`config.mk`:
```
export PLATFORM = sky130hd
export DESIGN_NAME = rgb_pwm_driver
export DESIGN_NICKNAME = d
export VERILOG_FILES = /design/src/rtl/rgb_pwm_driver.sv
export SDC_FILE = /design/constraint.sdc
export NUM_CORES = 1
export LEC_CHECK = 0
export ABC_AREA = 1
export CAP_MARGIN = 20
export CORE_MARGIN = 2
export CORE_UTILIZATION = 40
export CTS_CLUSTER_SIZE = 25
export DETAILED_ROUTE_END_ITERATION = 7
export GPL_TIMING_DRIVEN = 0
export SYNTH_ARGS = -nofsm -noshare
export SYNTH_HDL_FRONTEND = slang
export SYNTH_SLANG_ARGS = --single-unit
```
`constraint.sdc`:
```
create_clock -name clk -period 2.2 [get_ports clk]
set_clock_uncertainty 0.2 [all_clocks]
set_input_delay 0.55 -clock clk [delete_from_list [all_inputs] [get_ports clk]]
set_output_delay 0.55 -clock clk [all_outputs]
set_load 0.01 [all_outputs]
```
`src/rtl/rgb_pwm_driver.sv`:
```
// Three-channel 256-step PWM LED driver with a double-buffered duty handshake.
// Optional gamma mapping of the incoming duties is enabled by defining RGB_PWM_GAMMA_EN.
module rgb_pwm_driver #(
    parameter int DIV     = 1,
    parameter bit OUT_INV = 1'b0
) (
    input  logic       clk,
    input  logic       rst,
    input  logic [7:0] duty_r,
    input  logic [7:0] duty_g,
    input  logic [7:0] duty_b,
    input  logic       duty_valid,
    output logic       duty_ready,
    output logic       period_start,
    output logic       red,
    output logic       green,
    output logic       blue
);

    localparam int DW = (DIV > 1) ? $clog2(DIV) : 1;
    localparam logic [DW-1:0] DIV_LAST = DW'(DIV - 1);

    // Perceptual correction applied on the way into the pending buffer.
    function automatic logic [7:0] duty_map(input logic [7:0] d);
        logic [15:0] prod;
`ifdef RGB_PWM_GAMMA_EN
        prod = (16'(d) * 16'(d)) + 16'd255;
`else
        prod = {d, 8'd0};
`endif
        return prod[15:8];
    endfunction

    logic [DW-1:0] div_cnt_q, div_cnt_d;
    logic [7:0]    pwm_cnt_q, pwm_cnt_d;
    logic [7:0]    act_r_q, act_r_d, act_g_q, act_g_d, act_b_q, act_b_d;
    logic [7:0]    pend_r_q, pend_r_d, pend_g_q, pend_g_d, pend_b_q, pend_b_d;
    logic          pend_full_q, pend_full_d;
    logic          period_start_q, period_start_d;
    logic          red_q, red_d, green_q, green_d, blue_q, blue_d;
    logic          tick_s, boundary_s, capture_s;

    // Next-state logic: prescaler, PWM counter, handshake capture and boundary transfer.
    always_comb begin
        tick_s     = (div_cnt_q == DIV_LAST);
        boundary_s = tick_s && (pwm_cnt_q == 8'd255);
        capture_s  = duty_valid && !pend_full_q;

        div_cnt_d      = div_cnt_q;
        pwm_cnt_d      = pwm_cnt_q;
        act_r_d        = act_r_q;
        act_g_d        = act_g_q;
        act_b_d        = act_b_q;
        pend_r_d       = pend_r_q;
        pend_g_d       = pend_g_q;
        pend_b_d       = pend_b_q;
        pend_full_d    = pend_full_q;

        if (tick_s) begin
            div_cnt_d = '0;
            pwm_cnt_d = pwm_cnt_q + 8'd1;
        end else begin
            div_cnt_d = div_cnt_q + DW'(1);
            pwm_cnt_d = pwm_cnt_q;
        end

        period_start_d = boundary_s;

        // Transfer and capture are exclusive: one needs a full buffer, the other an empty one.
        if (boundary_s && pend_full_q) begin
            act_r_d     = pend_r_q;
            act_g_d     = pend_g_q;
            act_b_d     = pend_b_q;
            pend_full_d = 1'b0;
        end else if (capture_s) begin
            pend_r_d    = duty_map(duty_r);
            pend_g_d    = duty_map(duty_g);
            pend_b_d    = duty_map(duty_b);
            pend_full_d = 1'b1;
        end else begin
            pend_full_d = pend_full_q;
        end

        red_d   = (pwm_cnt_q < act_r_q) ^ OUT_INV;
        green_d = (pwm_cnt_q < act_g_q) ^ OUT_INV;
        blue_d  = (pwm_cnt_q < act_b_q) ^ OUT_INV;
    end

    // State registers; pins reset to the inactive level.
    always_ff @(posedge clk or posedge rst) begin
        if (rst) begin
            div_cnt_q      <= '0;
            pwm_cnt_q      <= 8'd0;
            act_r_q        <= 8'd0;
            act_g_q        <= 8'd0;
            act_b_q        <= 8'd0;
            pend_r_q       <= 8'd0;
            pend_g_q       <= 8'd0;
            pend_b_q       <= 8'd0;
            pend_full_q    <= 1'b0;
            period_start_q <= 1'b0;
            red_q          <= OUT_INV;
            green_q        <= OUT_INV;
            blue_q         <= OUT_INV;
        end else begin
            div_cnt_q      <= div_cnt_d;
            pwm_cnt_q      <= pwm_cnt_d;
            act_r_q        <= act_r_d;
            act_g_q        <= act_g_d;
            act_b_q        <= act_b_d;
            pend_r_q       <= pend_r_d;
            pend_g_q       <= pend_g_d;
            pend_b_q       <= pend_b_d;
            pend_full_q    <= pend_full_d;
            period_start_q <= period_start_d;
            red_q          <= red_d;
            green_q        <= green_d;
            blue_q         <= blue_d;
        end
    end

    assign duty_ready   = ~pend_full_q;
    assign period_start = period_start_q;
    assign red          = red_q;
    assign green        = green_q;
    assign blue         = blue_q;

endmodule

```
==> results.toml <==
[status]
status = "finished clean"

[floorplan]
die_h_um = 88.0
core_area_um2 = 6790
io_pins = 32
chipWidth_um = 88.0
initial_utilization = 0.415
rows = 30
dieArea_um2 = 7740

[synth]
synth_top_family_by_area = "simple AND/OR/NAND/NOR gates"
yosysUniqueCellTypes = 19
ys.flop_type = "dfrtp_1"
yosysTopAreaCell = "dfrtp_1"
synth_compound_area_frac = 0.120
syn_nets = 358
seq_area_frac_synth = 0.541
async_flop_share = 1.00
synth_edf_count = 0
yosys.area_share.simple = 0.124
ys_ff_latch = 61
synth_cells = 309
synth_adder_area_share = 0.0976
synth_xor_area_frac = 0.0186
synth_top_area_frac = 0.541
synth_area_um2 = 2820
avgSynthCellArea_um2 = 9.13
synth_mux_area_frac = 0
synth_top_cells_by_area = "dfrtp_1, ha_1, inv_1, nand2_1, a21oi_1"
yosys_warnings = 0

[cells_and_area]
post-route-util = 0.518
drive_above_1_share = 0.0924
num_antenna_cells = 0
synthToLayoutAreaGrowth_pct = 24.9
nets = 401

[route]
via_count = 1982
vias_per_cell = 4.38
ant_nets = 0
wl_per_cell_um = 11.7
dr.first_iter.drc_count = 53
dr.pass1.iters = 4
drcViolationCount = 0
wl_um = 5280

[power]
leakagePower_nw = 1.70
finalPower_mw = 2.55
powerDensity_nw_per_um2 = 723
peakVddDrop_v = 0.000355

[timing]
max_freq_ghz = 0.472
period_minus_slack_ps = 2120
worst_slack_ps = 82.4
worst_slew_pin_slew_ps = 634
hold_viol_final = 0
slew_viol_final = 0
min_period_over_period = 0.963
rsz0062_at_grt = "false"
slew_headroom = 0.578
hold_ws_ps = 282
final-setup-viol-count = 0

[clock_network]
cts_tree = "yes"
clk_latency_ps = 330
root_buffer = "clkbuf_8"
h-tree-depth = 3
numCtsBuffers = 9
clkTransAtPathRegs_ps = 70
post_cts_buffers = 0
holdBufCountCts = 0
cts_resized = 0
clock_sinks = 61
cts_buffer_depth = 2

[placement]
post-place-ws_ps = 25.1
io_buffer_count = 31
dp_hpwl_um = 3860
gp_congestion = 0.755

[worst_hold_path]
min_from = "act_r_q[3]$_DFFE_PP0P_"
worstHoldEndpoint = "act_r_q[3]$_DFFE_PP0P_"
hold_class = "reg2reg"
holdPathStages = 2

[global_routing]
grt_pass1_wl_um = 9050
antenna_found_initial = 0
grt_overflow = 0
grt_pass1_vias = 1944
grt_max_degree = 43
grt_usage = 0.158

[critical_path]
r2r-end = "act_b_q[0]$_DFFE_PP0P_"
critPathLaunchType = "flop"
worstPathRequired_ps = 1450
slowest_delay_ps = 540
startpoint = "pend_full_q$_DFFE_PP0P_"
cp.arrival_ps = 1370
r2r_start = "pwm_cnt_q[1]$_DFF_PP0_"
rrSetupSlack_ps = 390
cp_slowest_cell = "clkdlybuf4s50_1"
worstSetupPathType = "reg2out"
crit_chain = "inv_1, clkdlybuf4s50_1"
reg2regPathDepth = 8
path_max_fanout = 3
setup.worst_path.end_class = "output port"

[flow_run]
drv_cap = 0
==> synth_stat cells, types with 2 or more instances <==
| library cell | instances |
|---|---|
| o21ai_1 | 5 |
| dfrtp_1 | 61 |
| clkbuf_1 | 3 |
| a21oi_1 | 36 |
| buf_2 | 5 |
| nand3_1 | 2 |
| inv_1 | 58 |
| nand2_1 | 53 |
| xor2_1 | 5 |
| o21ai_0 | 18 |
| ha_1 | 22 |
| buf_6 | 2 |
| nor2_1 | 29 |
| o21ai_2 | 5 |
==> power breakdown <==
part	switching [mW]	total (mW)	internal, mW
Combinational	0.0669	0.134	0.0666
Clock	0.448	1.23	0.781
Sequential	0.0126	1.18	1.17
Total	0.527	2.55	2.02
==> flip-flops by register name, summed over array words and instances (netlist names) <==
register	cells
pwm_cnt_q	8
pend_full_q	1
act_r_q	8
pend_g_q	8
red	1
pend_b_q	8
blue	1
period_start	1
act_g_q	8
act_b_q	8
green	1
pend_r_q	8
==> stage by stage <==
stage | setup TNS (ps) | cell area [um^2] | instances
5_1_grt | 0 | 3520 | 453
4_1_cts | 0 | 3520 | 453
3_5_place_dp | 0 | 3270 | 437
2_1_floorplan | 0 | 2820 | 309
3_3_place_gp | -1820 | 3250 | 436
6_report | 0 | 3520 | 453
==> cells in the final DEF (no fill, tap or decap), drive strengths merged <==
cell,instances
buf,8
and2,1
bufinv,3
clkinv,1
nand3,3
xnor2,1
ha,22
nand2,53
a21oi,36
o21ai,28
xor2,5
nor2,30
clkinvlp,3
clkbuf,13
clkdlybuf4s50,31
inv,57
nor3,1
dfrtp,61
==> critical path, delay by kind of cell (launching register included) <==
| family | cells | cell delay, ps |
|---|---|---|
| DFF | 1 | 410 |
| buffers and inverters | 2 | 630 |
==> cell families after synthesis <==
group,after synthesis
buffers and inverters,68
xor gates and xnor gates,6
AOI/OAI and AO/OA,64
DFF,61
adders and majority gates,22
and+or+nand+nor,88
==> how the worst max path moves through the flow <==
stage,end,slack [ps],depth (start not counted)
2_1_floorplan,act_b_q[0]$_DFFE_PP0P_,600,8
3_3_place_gp,pend_b_q[1]$_DFFE_PP0P_,-30,2
3_5_place_dp,pend_b_q[6]$_DFFE_PP0P_,30,5
4_1_cts,duty_ready,70,2
5_1_grt,duty_ready,20,2
6_report,duty_ready,80,2
==> final cells by class <==
| type | instances | area, um^2 |
|---|---|---|
| multi-input cells | 180 | 1020 |
| inverters | 58 | 221 |
| clock inverters | 6 | 110 |
| fillers | 649 | 3270 |
| plain buffers | 10 | 58.8 |
| repair buffers | 32 | 330 |
| well taps | 96 | 120 |
| flip-flops and latches | 61 | 1530 |
| clock buffers | 10 | 138 |
==> per-layer routing <==
| metal | routed length, um | global-route usage | share of wire |
|---|---|---|---|
| met1 | 2630 | 0.205 | 0.50 |
| met5 | 0 | 0 | 0 |
| met2 | 2410 | 0.251 | 0.46 |
| met4 | 97 | 0.0587 | 0.018 |
| met3 | 148 | 0.0452 | 0.028 |
Note: power is estimated with default switching activity, not from simulation.
==> variant: new RTL, same settings <==
Make the reset (`rst`) synchronous in one clocked block.
--- a/src/rtl/rgb_pwm_driver.sv
+++ b/src/rtl/rgb_pwm_driver.sv
@@ -88,5 +88,5 @@
 
     // State registers; pins reset to the inactive level.
-    always_ff @(posedge clk or posedge rst) begin
+    always_ff @(posedge clk) begin
         if (rst) begin
             div_cnt_q      <= '0;
Formal check against the unedited RTL: differs if rst is asserted again (counterexample within 4 cycles, from zero or initial values and one cycle with rst high); with rst held inactive, the same outputs for 10 cycles.
==> variant against the unedited design <==
- sequential cell count increased by 1
- cell area increased by 3.3%
- largest cell class is now multi-input combinational cells
- routed wire length increased by 16%
- critical endpoint is now act_r_q[2]$_SDFFE_PP0P_
- total power decreased by 5.1%
- critical path type is now reg -> reg
- worst setup slack improved by 0.14 ns
- synthesized area increased by 6.9%
- combinational power increased by 67%
- clock power decreased by 18%
==> variant: results (changes against the unedited design) <==
| Metric | Value |
|---|---|
| End of the worst hold path | pend_r_q[3]$_SDFFE_PP0P_ |
| Worst reg2reg path startpoint | pwm_cnt_q[1]$_SDFFE_PP0N_ |
| Dpl hpwl | 4.70 mm (+22%) |
| Synth cell count leaders | inv_1, nand2_1, dfxtp_1, nor2_1, a21oi_1 |
| Root Driver | clkbuf_8 |
| Crit-path slowest cell | dfxtp_1 |
| Fin Hold WS | 0.253 ns (-0.0289 ns) |
| Reg2Reg Depth | 7 (-1) |
| Critical path endpoint | act_r_q[2]$_SDFFE_PP0P_ |
| Worst vdd ir | 0.336 mV (-5.5%) |
| Share of cells above drive strength 1 | 0.0620 (-0.0305) |
| Post-synth ARST share | 0 (-1.00) |
| DR iter-0 viols | 75 (+42%) |
| Hold_sp | pend_r_q[3]$_SDFFE_PP0P_ |
| Ys flop type | dfxtp_1 |
| First-pass GRT wire length | 10.5 mm (+16%) |
| Crit-path max FO | 10 (+7) |
| Status | complete, no violations |
| Synth Area in Adders | 0.0913 (-0.00632) |
| Top cells by area, synth | dfxtp_1, inv_1, nand2_1, ha_1, nand4_1 |
| Placer Congestion | 0.778 (+2.9%) |
| Post-Syn Nets | 471 (+32%) |
| Post-Synth XOR/XNOR Area | 0 (-0.0186) |
| Largest net degree at the start of global routing | 11 (-74%) |
| Kind of critical path | reg -> reg |
| IO Port Bufs | 30 (-3.2%) |
| Post-cts resize count | 1 (+1) |
| Final Net Count | 512 (+28%) |
| Leak pwr | 1.64 nW (-3.5%) |
| Reg2reg setup slack | 0.22 ns (-0.17 ns) |
| Post-synthesis compound-gate area fraction | 0.110 (-0.0107) |
| DR vias | 2,515 (+27%) |
| All-Layer GR Usage | 0.161 (+0.00302) |
| CP Data Arrival Time | 2.00 ns (+0.63 ns) |
| Seq/Total Area, Yosys | 0.412 (-0.130) |
| Post-synth EDFFs | 0 (unchanged) |
| Routed wire length | 6.11 mm (+16%) |
| Mapped Cells | 422 (+37%) |
| Vias in the first global route | 2,369 (+22%) |
variant: routing by layer:
| layer | vias up | part of all wire | global-route usage |
|---|---|---|---|
| met1 | 1060 | 0.50 | 0.203 |
| met3 | 7 | 0.049 | 0.0301 |
| met5 | - | 0 | 0 |
| met4 | 0 | 0.016 | 0.0884 |
| met2 | 45 | 0.44 | 0.259 |
| li1 | 1403 | - | - |
variant: layout make-up:
cell class              instances  area (um2)  area share
multi-input cells             250        1340       0.367
flip-flops and latches         62        1240       0.341
inverters                      90         338      0.0928
repair buffers                 30         299      0.0822
clock buffers                  12         155      0.0426
well taps                      99         124      0.0340
plain buffers                  20         100      0.0275
clock inverters                 4        45.0      0.0124
variant: cells by family (layout without fill, tap and decap cells):
group,after synthesis,in the layout
adder cells (fa/ha/maj),22,22
buffers and inverters,110,156
AND/OR/NAND/NOR,162,162
AO/OA/AOI/OAI,65,65
other,1,1
flip-flops,62,62
variant: where the power goes:
part           internal (W)  switching [W]  total (W)
clock network      0.000580       0.000427    0.00101
logic             0.0000990       0.000125   0.000224
registers           0.00117      0.0000166    0.00119
variant: stage by stage:
step	cell area [um2]	cells	worst slack [ns]	power [W]
2_1_floorplan	3020	422	0.603	0.00134
3_3_place_gp	3440	551	0.229	0.00143
3_5_place_dp	3440	551	0.205	0.00144
4_1_cts	3640	567	0.187	0.00245
5_1_grt	3640	567	0.0298	0.00253
6_report	3640	567	0.222	0.00242
variant: critical path: cells and delay by family, from the launching register on:
family | cells | cell delay (ns)
AND/OR/NAND/NOR | 5 | 0.63
flip-flops | 1 | 0.53
adder cells (fa/ha/maj) | 1 | 0.25
buffers and inverters | 1 | 0.25
